## config.mk

```make
export PLATFORM = sky130hd
export DESIGN_NAME = pool2_exec
export DESIGN_NICKNAME = d
export VERILOG_FILES = /design/src/rtl/pool2_exec.sv
export SDC_FILE = /design/constraint.sdc
export NUM_CORES = 1
export LEC_CHECK = 0
export ABC_AREA = 1
export CAP_MARGIN = 25
export CORE_UTILIZATION = 45
export CTS_CLUSTER_DIAMETER = 50
export DETAILED_ROUTE_END_ITERATION = 8
export GPL_ROUTABILITY_DRIVEN = 0
export GPL_TIMING_DRIVEN = 0
export PLACE_DENSITY = 0.75
export SLEW_MARGIN = 30
export SYNTH_ARGS = -nofsm -noshare
export SYNTH_HDL_FRONTEND = slang
export SYNTH_SLANG_ARGS = --single-unit
export TNS_END_PERCENT = 20
```

## constraint.sdc

```tcl
create_clock -name clk -period 8.36 [get_ports clk]
set_clock_uncertainty 0.15 [all_clocks]
set_input_delay 1.672 -clock clk [delete_from_list [all_inputs] [get_ports clk]]
set_output_delay 1.672 -clock clk [all_outputs]
set_load 0.005 [all_outputs]
```

## src/rtl/pool2_exec.sv

```systemverilog
// 2x2/stride-2 signed max pooling over sixteen f4 feature-map buffers.
// Reads each window as four back-to-back RAM reads and writes one s4 result per window.
//
// state | meaning
// IDLE  | waiting for start; no reads or writes
// READ  | issuing one shared f4 read per cycle, 4 per window
// DRAIN | reads finished; last returned data still being pooled/written
module pool2_exec #(
  parameter int DW   = 16,
  parameter int FMAP = 8,
  localparam int OS  = FMAP / 2,
  localparam int AW  = $clog2(FMAP * FMAP),
  localparam int OW  = (OS > 1) ? $clog2(OS * OS) : 1,
  localparam int CW  = (OS > 1) ? $clog2(OS) : 1
) (
  input  logic          clk,
  input  logic          rst,
  input  logic          start,
  output logic          busy,
  output logic          done,
  output logic [AW-1:0] f4_raddr,
  output logic          f4_rden,
  input  logic [DW-1:0] f4_1_rdata,
  input  logic [DW-1:0] f4_2_rdata,
  input  logic [DW-1:0] f4_3_rdata,
  input  logic [DW-1:0] f4_4_rdata,
  input  logic [DW-1:0] f4_5_rdata,
  input  logic [DW-1:0] f4_6_rdata,
  input  logic [DW-1:0] f4_7_rdata,
  input  logic [DW-1:0] f4_8_rdata,
  input  logic [DW-1:0] f4_9_rdata,
  input  logic [DW-1:0] f4_10_rdata,
  input  logic [DW-1:0] f4_11_rdata,
  input  logic [DW-1:0] f4_12_rdata,
  input  logic [DW-1:0] f4_13_rdata,
  input  logic [DW-1:0] f4_14_rdata,
  input  logic [DW-1:0] f4_15_rdata,
  input  logic [DW-1:0] f4_16_rdata,
  output logic [OW-1:0] s4_waddr,
  output logic          s4_wen,
  output logic [DW-1:0] s4_1_wdata,
  output logic [DW-1:0] s4_2_wdata,
  output logic [DW-1:0] s4_3_wdata,
  output logic [DW-1:0] s4_4_wdata,
  output logic [DW-1:0] s4_5_wdata,
  output logic [DW-1:0] s4_6_wdata,
  output logic [DW-1:0] s4_7_wdata,
  output logic [DW-1:0] s4_8_wdata,
  output logic [DW-1:0] s4_9_wdata,
  output logic [DW-1:0] s4_10_wdata,
  output logic [DW-1:0] s4_11_wdata,
  output logic [DW-1:0] s4_12_wdata,
  output logic [DW-1:0] s4_13_wdata,
  output logic [DW-1:0] s4_14_wdata,
  output logic [DW-1:0] s4_15_wdata,
  output logic [DW-1:0] s4_16_wdata
);

  localparam logic [1:0] S_IDLE  = 2'd0;
  localparam logic [1:0] S_READ  = 2'd1;
  localparam logic [1:0] S_DRAIN = 2'd2;
  localparam logic [CW-1:0] C_MAX = CW'(OS - 1);

  logic [1:0]    state;
  logic [1:0]    phase;
  logic [CW-1:0] ox, oy;
  logic [1:0]    nxt_phase;
  logic [CW-1:0] nxt_ox, nxt_oy;
  logic [AW-1:0] nxt_addr;
  logic          last_rd;

  logic          rd_vld;
  logic [1:0]    rd_phase;
  logic [OW-1:0] rd_win;
  logic          rd_last;

  logic [DW-1:0] rdata   [16];
  logic [DW-1:0] run_max [16];
  logic [DW-1:0] pick    [16];
  logic [DW-1:0] wdata   [16];

  assign rdata[0]  = f4_1_rdata;
  assign rdata[1]  = f4_2_rdata;
  assign rdata[2]  = f4_3_rdata;
  assign rdata[3]  = f4_4_rdata;
  assign rdata[4]  = f4_5_rdata;
  assign rdata[5]  = f4_6_rdata;
  assign rdata[6]  = f4_7_rdata;
  assign rdata[7]  = f4_8_rdata;
  assign rdata[8]  = f4_9_rdata;
  assign rdata[9]  = f4_10_rdata;
  assign rdata[10] = f4_11_rdata;
  assign rdata[11] = f4_12_rdata;
  assign rdata[12] = f4_13_rdata;
  assign rdata[13] = f4_14_rdata;
  assign rdata[14] = f4_15_rdata;
  assign rdata[15] = f4_16_rdata;

  assign s4_1_wdata  = wdata[0];
  assign s4_2_wdata  = wdata[1];
  assign s4_3_wdata  = wdata[2];
  assign s4_4_wdata  = wdata[3];
  assign s4_5_wdata  = wdata[4];
  assign s4_6_wdata  = wdata[5];
  assign s4_7_wdata  = wdata[6];
  assign s4_8_wdata  = wdata[7];
  assign s4_9_wdata  = wdata[8];
  assign s4_10_wdata = wdata[9];
  assign s4_11_wdata = wdata[10];
  assign s4_12_wdata = wdata[11];
  assign s4_13_wdata = wdata[12];
  assign s4_14_wdata = wdata[13];
  assign s4_15_wdata = wdata[14];
  assign s4_16_wdata = wdata[15];

  assign busy    = (state != S_IDLE);
  assign last_rd = (phase == 2'd3) && (ox == C_MAX) && (oy == C_MAX);

  // Next read position: phase walks the 2x2 window, then ox, then oy.
  always_comb begin
    nxt_phase = phase + 2'd1;
    nxt_ox    = ox;
    nxt_oy    = oy;
    if (phase == 2'd3) begin
      if (ox == C_MAX) begin
        nxt_ox = '0;
        nxt_oy = oy + CW'(1);
      end else begin
        nxt_ox = ox + CW'(1);
      end
    end
    nxt_addr = AW'((2 * int'(nxt_oy) + int'(nxt_phase[1])) * FMAP
                   + 2 * int'(nxt_ox) + int'(nxt_phase[0]));
  end

  // Phase 0 loads unconditionally; later phases replace only on strictly greater.
  always_comb begin
    for (int k = 0; k < 16; k++) begin
      if ((rd_phase == 2'd0) || ($signed(rdata[k]) > $signed(run_max[k])))
        pick[k] = rdata[k];
      else
        pick[k] = run_max[k];
    end
  end

  always_ff @(posedge clk) begin
    if (rst) begin
      state    <= S_IDLE;
      phase    <= '0;
      ox       <= '0;
      oy       <= '0;
      f4_rden  <= 1'b0;
      f4_raddr <= '0;
    end else begin
      case (state)
        S_IDLE: begin
          if (start) begin
            state    <= S_READ;
            phase    <= '0;
            ox       <= '0;
            oy       <= '0;
            f4_rden  <= 1'b1;
            f4_raddr <= '0;
          end
        end
        S_READ: begin
          if (last_rd) begin
            state   <= S_DRAIN;
            f4_rden <= 1'b0;
          end else begin
            phase    <= nxt_phase;
            ox       <= nxt_ox;
            oy       <= nxt_oy;
            f4_raddr <= nxt_addr;
          end
        end
        S_DRAIN: begin
          if (done) state <= S_IDLE;
        end
        default: state <= S_IDLE;
      endcase
    end
  end

  // Return pipeline: tags follow the read by one cycle to line up with RAM data.
  always_ff @(posedge clk) begin
    if (rst) begin
      rd_vld   <= 1'b0;
      rd_phase <= '0;
      rd_win   <= '0;
      rd_last  <= 1'b0;
      s4_wen   <= 1'b0;
      s4_waddr <= '0;
      done     <= 1'b0;
      for (int k = 0; k < 16; k++) begin
        run_max[k] <= '0;
        wdata[k]   <= '0;
      end
    end else begin
      rd_vld   <= f4_rden;
      rd_phase <= phase;
      rd_win   <= OW'(int'(oy) * OS + int'(ox));
      rd_last  <= last_rd;
      s4_wen   <= rd_vld && (rd_phase == 2'd3);
      done     <= rd_vld && (rd_phase == 2'd3) && rd_last;
      if (rd_vld) begin
        if (rd_phase == 2'd3) begin
          s4_waddr <= rd_win;
          for (int k = 0; k < 16; k++) wdata[k] <= pick[k];
        end else begin
          for (int k = 0; k < 16; k++) run_max[k] <= pick[k];
        end
      end
    end
  end

endmodule

```

==> metrics.txt, run 1 <==
max_cap viols 0; Worst Hold Depth 2; hold endpoint s4_waddr[2]; top cells by area, synth edfxtp_1, ha_1, nand2_1; num ports 529; largest net degree at the start of global routing 49; Synth Flop Type edfxtp_1; Total Wirelength 86200 um; Post-synth EDFFs 512; Synth Area per Inst 9.32 um^2; Top Usage Layer GRT met2; DIE AREA 68600 um^2; critical path cell sequence buf_2, clkinv_1, clkbuf_1, buf_1, nand2_4, buf_12, buf_12, buf_12; most frequent cell after synthesis nand2_1; Antenna Violating Nets Remaining 0; run status finished, final reports clean; crit end category flip-flop; WL/cell 17.9 um; via count 24429; Synth top cells by count nand2_1, edfxtp_1, inv_1, nor2_1, nand3_1; critical path type input port to flip-flop; Rel. slew slack 43.6%; total power draw 7.59 mW; # port buffers 527; number of setup buffers added after CTS 0; area of the multi-input gates 11900 um^2; 1st-iter DRT viols 1932; Setup Viol. Count Final 0; core footprint 66300 um^2; RSZ-0062 raised after global routing no; Hold Crit Class flip-flop to flip-flop; post-route minimum period 4.17 ns; post-synthesis sequential area ratio 52.1%; GRT met1 Usage 30.9%; CP bufs+invs 7; reg2reg end run_max[0][94]; GRT Residual Overflow 0; #FFs+latches synth 535; post-synth top area share 50.6%; vias in the first global route 23744; Hold Crit Start rd_win[2]; CTS Root Cell clkbuf_16; Starting Density 45.8%; Net Count, Synth 3780; FF-to-FF setup slack 5.66 ns; initial antenna violation count 14; min setup slack post-route 4.19 ns; static leakage 17.6 nW; Clock Sinks 535; sw power 2.09 mW; worst-skew pair later-pin latency 0.61 ns; Die X 262 um; Final Cycle Share 49.9%; delay of the slowest critical-path stage 0.57 ns; DR pass1 iterations 8; Ys Warns 0; first-pass GRT wire length 131000 um; grt met3 use 5.38%; met2 Usage GRT 41.2%; share of cells above drive strength 1 9.27%; CP startpoint kind input port; dpl hpwl 64400 um; Synth Instances 3262; Clock Power Share 41.1%; register area 15800 um^2; Final Hold Fails 0; GRT Overall Usage 24.8%; # fillers 5617; CP delay by family, top buffers and inverters; Comb pwr share 17.2%; Net Sw Frac 27.5%; sequential cell fraction of total power 41.7%; CP required 8.54 ns; placed cell area 37100 um^2; cell repeated most along the worst path buf_12; Nets 4396; Max VDD drop 0.156 mV; slowest cell on the critical path buf_1; Int Power 5.50 mW; post_cts resized 0; Power Density 192 nW/um^2; reg2reg path depth 11; Pins Over Slew Limit 0; Mapped Area 30400 um^2; Worst-path clk slew 0.06 ns; pre-CTS WS 3.50 ns; Arr. time, crit path 4.36 ns; Synth async-reset ratio 0%; drt drc 0; CTS tree built; Die Y 262 um; post-layout util 59.6%; Max Freq 0.240 GHz; worst r2r src run_max[0][95]; worst slew pin tran 0.846 ns; Unique masters post-synth 37; area leader, netlist edfxtp_1; # rows 94; Num CTS Buffers 74; htree depth 3; hold buffer count at CTS 0; Crit Path Max Fanout 34; synthesis-to-finish area growth 30.0%; Clock Tree Buf Depth 3; design area 39500 um^2; DR vias/cell 5.08
==> cell usage in the layout, fill, tap and decap left out, drive strengths merged, types with 18 or more instances in the layout <==
cell and count:
nand2 719, inv 528, clkdlybuf4s50 527, edfxtp 512, nor2 502, nand3 302, ha 259, a21oi 191
clkbuf 125, buf 95, o21ai 37, clkinv 26, dfxtp 23, nand3b 18
==> tightest hold or removal path, cell delays in order, from the launching register on <==
cell     delay (ns)
dfxtp_1        0.31
nand2_1        0.05
nand2_1        0.04
==> logic make-up (layout without fill, tap and decap cells) <==
family	after synthesis	in the layout	synth area share, %
AO/OA/AOI/OAI	257	257	4.47
other	0	8	0
adder cells (fa/ha/maj)	259	259	10.7
AND/OR/NAND/NOR	1572	1572	24.0
flip-flops	535	535	52.1
buffers and inverters	639	1315	8.73
==> area by class of cell <==
class / instances / area share (%)
Clock buffer: 87 / 4.94
Sequential cell: 535 / 40.1
Tap cell: 864 / 2.74
Inverter: 514 / 4.88
Timing Repair Buffer: 540 / 14.1
Antenna cell: 8 / 0.0507
Multi-Input combinational cell: 2088 / 30.2
Clock inverter: 49 / 1.21
Buffer: 125 / 1.84
==> power by group through the flow <==
stage / registers, mW / clock network [mW] / logic, mW
final: 3.16 / 3.12 / 1.31
after detailed placement: 3.21 / 0 / 1.29
after CTS: 3.16 / 3.18 / 1.31
after floorplan: 3.25 / 0 / 0.745
after global routing: 3.17 / 3.28 / 1.46
after global placement: 3.28 / 0 / 1.25
==> per-stage QoR <==
stage               TNS (ns)  instances  hold slack, ns
detailed placement         0       4666           0.252
global route               0       4809           0.283
global placement    -2450.16       4653           0.253
finish                     0       4810           0.261
CTS                        0       4802           0.265
floorplan            -213.98       3262           0.244
==> worst max-delay path by stage <==
stage	from	to	slack (ns)	cells after the start
floorplan	rst	wdata[0][0]	-0.42	5
global placement	rst	run_max[1][27]	-5.08	5
detailed placement	rst	wdata[1][26]	3.50	8
CTS	rst	wdata[1][28]	4.15	8
global route	rst	wdata[1][28]	4.01	8
finish	rst	wdata[1][26]	4.19	8
==> registers in the layout (all words and copies together), names as in the netlist <==
signal / cells
wdata: 256
state: 2
s4_waddr: 4
rd_win: 4
done: 1
rd_last: 1
run_max: 256
f4_raddr: 6
rd_phase: 2
s4_wen: 1
f4_rden: 1
rd_vld: 1
==> metal layers <==
layer  vias to the layer above  wire length (um)
li1                      11960                 -
met1                     11485             35300
met2                       789             41600
met3                       181              5860
met4                        14              3360
met5                         -                96
Power figures use the tool's default switching activity.
==> run 2: changes to the inputs <==
- clock period: 8.36 -> 3.8 ns (I/O delays scaled with it)
==> run 2 against run 1 <==
Against the previous run: utilization fell by 0.12 points; combinational power rose by 120%; non-clock buffer count fell by 6; clock power rose by 120%; largest power group unchanged; global-route usage fell by 0.42 points; first-iteration DRC count rose by 0.88%; wire length fell by 0.52%.
==> metrics.txt, run 2 (same netlist as run 1, synthesis figures left out) <==
# fillers 5547; Clock Sinks 535; Final Cycle Share 89.5%; CP startpoint rst; Die X 262 um; worst r2r src rd_phase[1]; critical path type input port to flip-flop; FF-to-FF setup slack 1.08 ns; Max Freq 0.294 GHz; crit end category flip-flop; Clock Tree Buf Depth 3; Arr. time, crit path 3.54 ns; largest net degree at the start of global routing 78; delay of the slowest critical-path stage 0.73 ns; Hold Crit Class flip-flop to flip-flop; run status finished, final reports clean; worst-skew pair later-pin latency 0.61 ns; share of cells above drive strength 1 9.18%; commonest cells after routing, fill and taps aside nand2_1, clkdlybuf4s50_1, edfxtp_1, inv_1, nor2_1; Num CTS Buffers 73; critical path cell sequence buf_2, clkinv_1, clkbuf_1, buf_1, nand2_8, buf_16, buf_16; slowest cell on the critical path buf_1; # rows 94; DIE AREA 68600 um^2; max_cap viols 0; Starting Density 45.8%; worst slew pin tran 0.885 ns; RSZ-0062 raised after global routing no; post-layout util 59.4%; initial antenna violation count 24; via count 24331; Pins Over Slew Limit 0; # port buffers 527; TNS Setup 0 ns; biggest regs run_max x256, wdata x256, f4_raddr x6; vias in the first global route 23285; CP startpoint kind input port; Total Wirelength 85800 um; Final Hold Fails 0; number of setup buffers added after CTS 0; num ports 529; CTS tree built; dpl hpwl 63200 um; Worst-path clk slew 0.06 ns; 1st-iter DRT viols 1949; CP required 3.94 ns; static leakage 17.5 nW; Die Y 262 um; hold slack 0.266 ns; Hold Crit Start rd_last; Antenna Violating Nets Remaining 0; Max VDD drop 0.416 mV; post-route minimum period 3.40 ns; commonest non-fill, non-tap cell in the layout nand2_1; drt drc 0; first-pass GRT wire length 129000 um; WL/cell 17.8 um; GRT Residual Overflow 0; htree depth 3; GRT Overall Usage 24.3%; DR pass1 iterations 6; Power Density 420 nW/um^2; CTS Root Cell clkbuf_16; synthesis-to-finish area growth 29.7%; cell repeated most along the worst path buf_16; Rel. slew slack 41.0%; Crit Path Max Fanout 77; DR vias/cell 5.06; post_cts resized 0; Nets 4389; core footprint 66300 um^2; Setup Viol. Count Final 0; hold buffer count at CTS 0
run 2: final cells by class:
cell class	instances	area (um^2)	area share, %
antenna	17	42.5	0.108
buffer	125	726	1.84
clock buffer	85	1920	4.88
clock inverter	51	482	1.22
inverter	514	1930	4.89
multi-input combinational	2088	11900	30.3
sequential	535	15800	40.2
tap	864	1080	2.74
timing repair buffer	534	5470	13.9
run 2: stage by stage:
step | worst slack [ns] | instances | total power, mW | instance area [um^2]
finish | 0.399 | 4813 | 16.6 | 39400
global route | 0.270 | 4808 | 17.2 | 39400
CTS | 0.417 | 4796 | 16.7 | 39400
detailed placement | -0.242 | 4660 | 9.90 | 37000
global placement | -1.97 | 4653 | 9.85 | 36800
floorplan | -0.107 | 3262 | 8.73 | 30400
run 2: worst paths after layout:
kind / cells past startpoint / end
setup / recovery: 7 / run_max[1][58]
hold / removal: 2 / done
setup reg to reg: 6 / wdata[1][50]
hold reg to reg: 2 / done
run 2: critical path: cells and delay by family:
family                 cells  cell delay (ns)
AND/OR/NAND/NOR            1             0.40
buffers and inverters      6             2.31
run 2: where the power goes:
group          switching, mW  internal (mW)  leakage, nW
combinational           1.69           1.15         10.9
clock                   2.83           3.93         1.16
sequential             0.104           6.85         5.48
total                   4.62           11.9         17.5
run 2: layer usage:
metal | share of wire [%] | GRT usage [%] | vias up | routed length [um]
met4 | 4.0 | 10.6 | 18 | 3470
met5 | 0.15 | 0 | - | 126
met1 | 42 | 31.0 | 11406 | 35600
met2 | 48 | 39.9 | 754 | 41000
li1 | - | - | 11950 | -
met3 | 6.5 | 5.27 | 203 | 5570
